<file path="src/rtl/ffd_shift_load_reg.sv">
// SIPO/PIPO shift register: one 2:1 mux (shift vs. load) per D flop, plus a free-running
// divider whose registered tick can act as the register's clock enable for slow demos.
module ffd_shift_load_reg #(
   parameter int WIDTH   = 4,
   parameter int DIV_MAX = 25_000_000,
   parameter bit USE_DIV = 1'b0
) (
   input  logic             clk_i,
   input  logic             rst_i,
   input  logic             serialin_i,
   input  logic             move_load_i,
   input  logic [WIDTH-1:0] d_i,
   output logic [WIDTH-1:0] q_o,
   output logic             serialout_o,
   output logic             tick_o
);

   localparam int            CW       = (DIV_MAX > 1) ? $clog2(DIV_MAX) : 1;
   localparam logic [CW-1:0] CNT_LAST = CW'(DIV_MAX - 1);

   logic [CW-1:0]    r_cnt;
   logic             r_tick;
   logic [WIDTH-1:0] r_q;
   logic [WIDTH-1:0] w_next;
   logic             w_en;

   // Divider keeps counting regardless of USE_DIV so tick_o is always observable.
   always_ff @(posedge clk_i or posedge rst_i) begin
      if (rst_i) begin
         r_cnt  <= '0;
         r_tick <= 1'b0;
      end else begin
         r_cnt  <= (r_cnt == CNT_LAST) ? '0 : r_cnt + 1'b1;
         r_tick <= (r_cnt == CNT_LAST);
      end
   end

   assign w_en = USE_DIV ? r_tick : 1'b1;

   // Per-stage mux: shift takes the upstream neighbour (serial input at the MSB), load takes d_i.
   for (genvar i = 0; i < WIDTH; i++) begin : g_stage
      if (i == WIDTH - 1) begin : g_msb
         assign w_next[i] = move_load_i ? serialin_i : d_i[i];
      end else begin : g_mid
         assign w_next[i] = move_load_i ? r_q[i+1] : d_i[i];
      end
   end

   always_ff @(posedge clk_i or posedge rst_i) begin
      if (rst_i)     r_q <= '0;
      else if (w_en) r_q <= w_next;
   end

   assign q_o         = r_q;
   assign serialout_o = r_q[0];
   assign tick_o      = r_tick;

endmodule

</file>
<file path="config.mk">
export PLATFORM = sky130hd
export DESIGN_NAME = ffd_shift_load_reg
export DESIGN_NICKNAME = d
export VERILOG_FILES = /design/src/rtl/ffd_shift_load_reg.sv
export SDC_FILE = /design/constraint.sdc
export NUM_CORES = 1
export LEC_CHECK = 0
export ABC_CLOCK_PERIOD_IN_PS = 1700
export CAP_MARGIN = 0
export CORE_UTILIZATION = 52
export CTS_BUF_LIST = sky130_fd_sc_hd__clkbuf_8
export CTS_CLUSTER_SIZE = 14
export DETAILED_ROUTE_END_ITERATION = 16
export PLACE_DENSITY = 0.84
export SYNTH_ARGS = -nofsm -noshare
export SYNTH_HDL_FRONTEND = slang
export SYNTH_SLANG_ARGS = --single-unit
</file>
<file path="constraint.sdc">
create_clock -name clk_i -period 1.7 [get_ports clk_i]
set_input_delay 0.425 -clock clk_i [delete_from_list [all_inputs] [get_ports clk_i]]
set_output_delay 0.425 -clock clk_i [all_outputs]
set_load 0.01 [all_outputs]
</file>
======== Word level (Yosys, flattened, before mapping) ========
Index checks and enable logic that the tools add are counted.
cells by class
  eq/ne operators ......................... 1
  add/subtract/negate cells ............... 1
  mux-type cells .......................... 5
operator list
  cell                                            count
  adder 25 x 1 -> 25 bit (second input constant)  1
  == test 25 bit (second input constant)          1
  two-way mux 25 bit                              1
  two-way mux 1 bit                               4
word-level totals
  logic and storage cells ................. 10
  input bits .............................. 8
  register bits ........................... 30
  output and inout port bits .............. 6

======== Depth between registers and ports, before layout ========
  word-level depth ........................ 2
  mapped depth ............................ 6
  mapped depth without buffers ............ 5

======== Worst setup path before layout ========
No wires, ideal clock.
  path kind ............................... register -> register
  start ................................... register r_cnt[0]
  end ..................................... register r_cnt[24]
  period minus slack after synthesis ...... 1.773 ns
  arrival time ............................ 1.695 ns
  setup time .............................. 0.077 ns
  stages on the path, launching flop included .. 7
  slack ................................... -0.073 ns
  path buffers ............................ 1
  data required time ...................... 1.623 ns
  path through ............................ dfrtp_1 > ha_1 > nand3_1 > or3_1 > buf_2 > or4_1 > a21oi_1
on the way
  cells in the longest elaborated chain, start to end .. 2
  elaborated cells on any way between the ends .. 3
  those cells by class .................... 1 x add/sub; 1 x eq/ne; 1 x mux
RTL lines
  what                                                      RTL line  text
  from (decl)                                               21        logic [CW-1:0] r_cnt;
  from (signal assigned)                                    33        r_cnt <= (r_cnt == CNT_LAST) ? '0 : r_cnt + 1'b1;
  adder 25 x 1 -> 25 bit or == test 25 bit (tied branches)  33
  two-way mux 25 bit (*)                                    33
Every way passes the cells marked *; elsewhere a longest branch is shown, timed or not.

======== Worst setup path after layout ========
  start ................................... register r_cnt[0]
  end ..................................... register r_cnt[22]
The elaborated chain is that of the path after synthesis.

==> metrics.cfg <==
[worst_setup_path]
critPathCapture = r_cnt[22]
r2r_slack_ns = -0.02
worstSetupEndpointType = register
reg2reg_depth = 5
startpoint_type = register
critPathMaxFanout = 5
critical_path_class = reg -> reg
cp.required_ns = 1.91
reg2reg_from = r_cnt[0]
setup.worst_path.start = r_cnt[0]
rr_endpoint = r_cnt[22]
cp.arrival_ns = 1.93

[layout]
drive_above_1_share = 0.296
antenna-diode-count = 0
final_nets = 177
area_growth_pct = 32.2
fin_util = 0.746
final_common_cell = dfrtp_1
mostFrequentLayoutCells = 30 x dfrtp_1, 16 x buf_4, 13 x clkdlybuf4s50_1, 10 x nor2_1, 9 x xnor2_1

[power]
clkPwrFrac = 0.422
power.switching_mw = 0.297
switching_share = 0.215
p_per_area_nw_per_um2 = 734
ir_drop_uv = 747
combPwrFrac = 0.051
leakage_nw = 0.814
internal_power_mw = 1.08
p_seq_frac = 0.527
total_power_mw = 1.38

[cts]
cts_tree = done
path_clk_slew_ns = 0.06
cts_made_buffers = 5
htreeDepth = 2
ctsLongestPathBuffers = 2
insertion_delay_ns = 0.28
clkSinkCount = 30
root_buffer = clkbuf_8

[synthesis]
synthAdderAreaFrac = 0.00880
synthMuxAreaShare = 0.0317
synth_area_leaders = dfrtp_1 53%, xnor2_1 5.5%, xor2_1 3.7%
synth_top_family_by_area = simple AND/OR/NAND/NOR gates
synth-seq-area-share = 0.528
synth_area_um2 = 1420
synth_area_leader_cell = dfrtp_1
synth_top_area_frac = 0.528
synth_compound_area_frac = 0.0633
avgSynthCellArea_um2 = 10.6
synth_seq_cells = 30
synthXorXnorAreaFrac = 0.0923
synth-async-reset-ratio = 1.00
synth_simple_gate_area_frac = 0.253
yosys_warnings = 0
syn_nets = 143
synthFlopType = dfrtp_1
synth_edf_count = 0
synthCells = 134
synthDistinctLibCells = 33

[floorplan]
rows = 18
die_w_um = 54.3
core-area_um2 = 2520
ioPinCount = 14
initial_core_util = 0.564
die_y_um = 54.3
die_area_um2 = 2950

[status]
violations = setup timing
status = finished, violations left

[placed_design]
io_buffers = 13
hpwl_um = 2110
gp_congestion = 0.777

[worst_hold_path]
hold_path.class = in -> async

[global_route]
grt_antenna_before_repair = 0
grt_use_total = 0.242
grt_max_degree = 31
first_global_vias = 1127
grt_pass1_wl_um = 4890
grt-ovfl-total = 0

[detailed_routing]
dr.pass1.iters = 4
drcViolationCount = 0
num_vias = 1167
totalWireLength_um = 3360
wl_per_cell_um = 16.9
drtIter0Drc = 35
via_per_inst = 5.86
drtAntennaViolNets = 0

[flow_run]
cap_viol_max_count = 0

[timing]
finClkSkew_ns = 0.00289
fin_crit_ns = 1.72
fmax_mhz = 581
worst_pin_slew_ns = 0.385
hold_viol = 0
setup_viol = 3
rsz0062_at_grt = true
fin_ws_ns = -0.0198
slew_violations = 0
relSlewSlack = 0.743
hold_ws_ns = 0.520
min_period_over_period = 1.01

-- repair_timing --
item                       4_1_cts  5_1_grt
buffers inserted                 0        0
gates resized for setup          1       15
cloned                           0        1
setup endpoints to repair        5       14
hold buffers                     0        0
pin swaps                        0        2
-- synth_stat cells, types with 4 or more instances --
cell type	instances
dfrtp_1	30
nor2_1	10
nand2_1	9
nand3_1	9
xnor2_1	9
a21oi_1	7
xor2_1	6
and3_1	5
o21ai_0	5
mux2_2	4
-- worst max-delay path: stages, from the launching register on --
cell     delay, ns
dfrtp_1       0.39
ha_4          0.17
nand3_4       0.09
or3_4         0.44
or4_4         0.43
a21oi_2       0.14
-- layer usage --
layer  global-route usage  vias up  part of all wire
li1                     -      553                 -
met1                0.285      581              0.41
met2                0.398       27              0.53
met3               0.0861        6             0.047
met4                0.103        0             0.013
met5                    0        -                 0
-- how the worst min path moves through the flow --
stage	start	depth (start not counted)	endpoint
global placement	r_cnt[17]	1	r_cnt[17]
global route	r_cnt[23]	1	r_cnt[23]
CTS	r_cnt[17]	1	r_cnt[17]
finish	rst_i	3	q_o[1]
floorplan	r_cnt[17]	1	r_cnt[17]
detailed placement	r_cnt[17]	1	r_cnt[17]
-- power by group through the flow --
stage / registers (mW) / logic, mW / clock network, mW
floorplan: 0.744 / 0.0242 / 0
global placement: 0.739 / 0.0696 / 0
detailed placement: 0.740 / 0.0720 / 0
CTS: 0.727 / 0.0726 / 0.593
global route: 0.728 / 0.0775 / 0.612
finish: 0.727 / 0.0707 / 0.583
-- cell families after synthesis --
group,Yosys count
XOR/XNOR,15
multiplexers,4
adder cells (fa/ha/maj),1
AO/OA/AOI/OAI,16
AND/OR/NAND/NOR,61
flip-flops,30
buffers and inverters,7
-- registers in the layout, indices dropped and copies added, names as in the netlist --
name and cells:
r_cnt 25, q_o 4, tick_o 1
-- cell type report --
class | instances | area [um^2]
fill | 174 | 642
tap | 30 | 37.5
clock inverter | 2 | 8.76
inverter | 3 | 11.3
multi-input combinational | 98 | 728
clock buffer | 6 | 82.6
timing repair buffer | 30 | 262
sequential | 30 | 751
-- stage by stage --
stage / setup WS [ns] / cells / instance area [um^2] / TNS, ns
floorplan: -0.0279 / 134 / 1440 / -0.0879
global placement: -0.00538 / 190 / 1710 / -0.00538
detailed placement: -0.0861 / 190 / 1710 / -0.365
CTS: 0.00433 / 198 / 1800 / 0
global route: -0.0596 / 199 / 1880 / -0.389
finish: -0.0198 / 199 / 1880 / -0.0272
(Power assumes the default switching activity.)
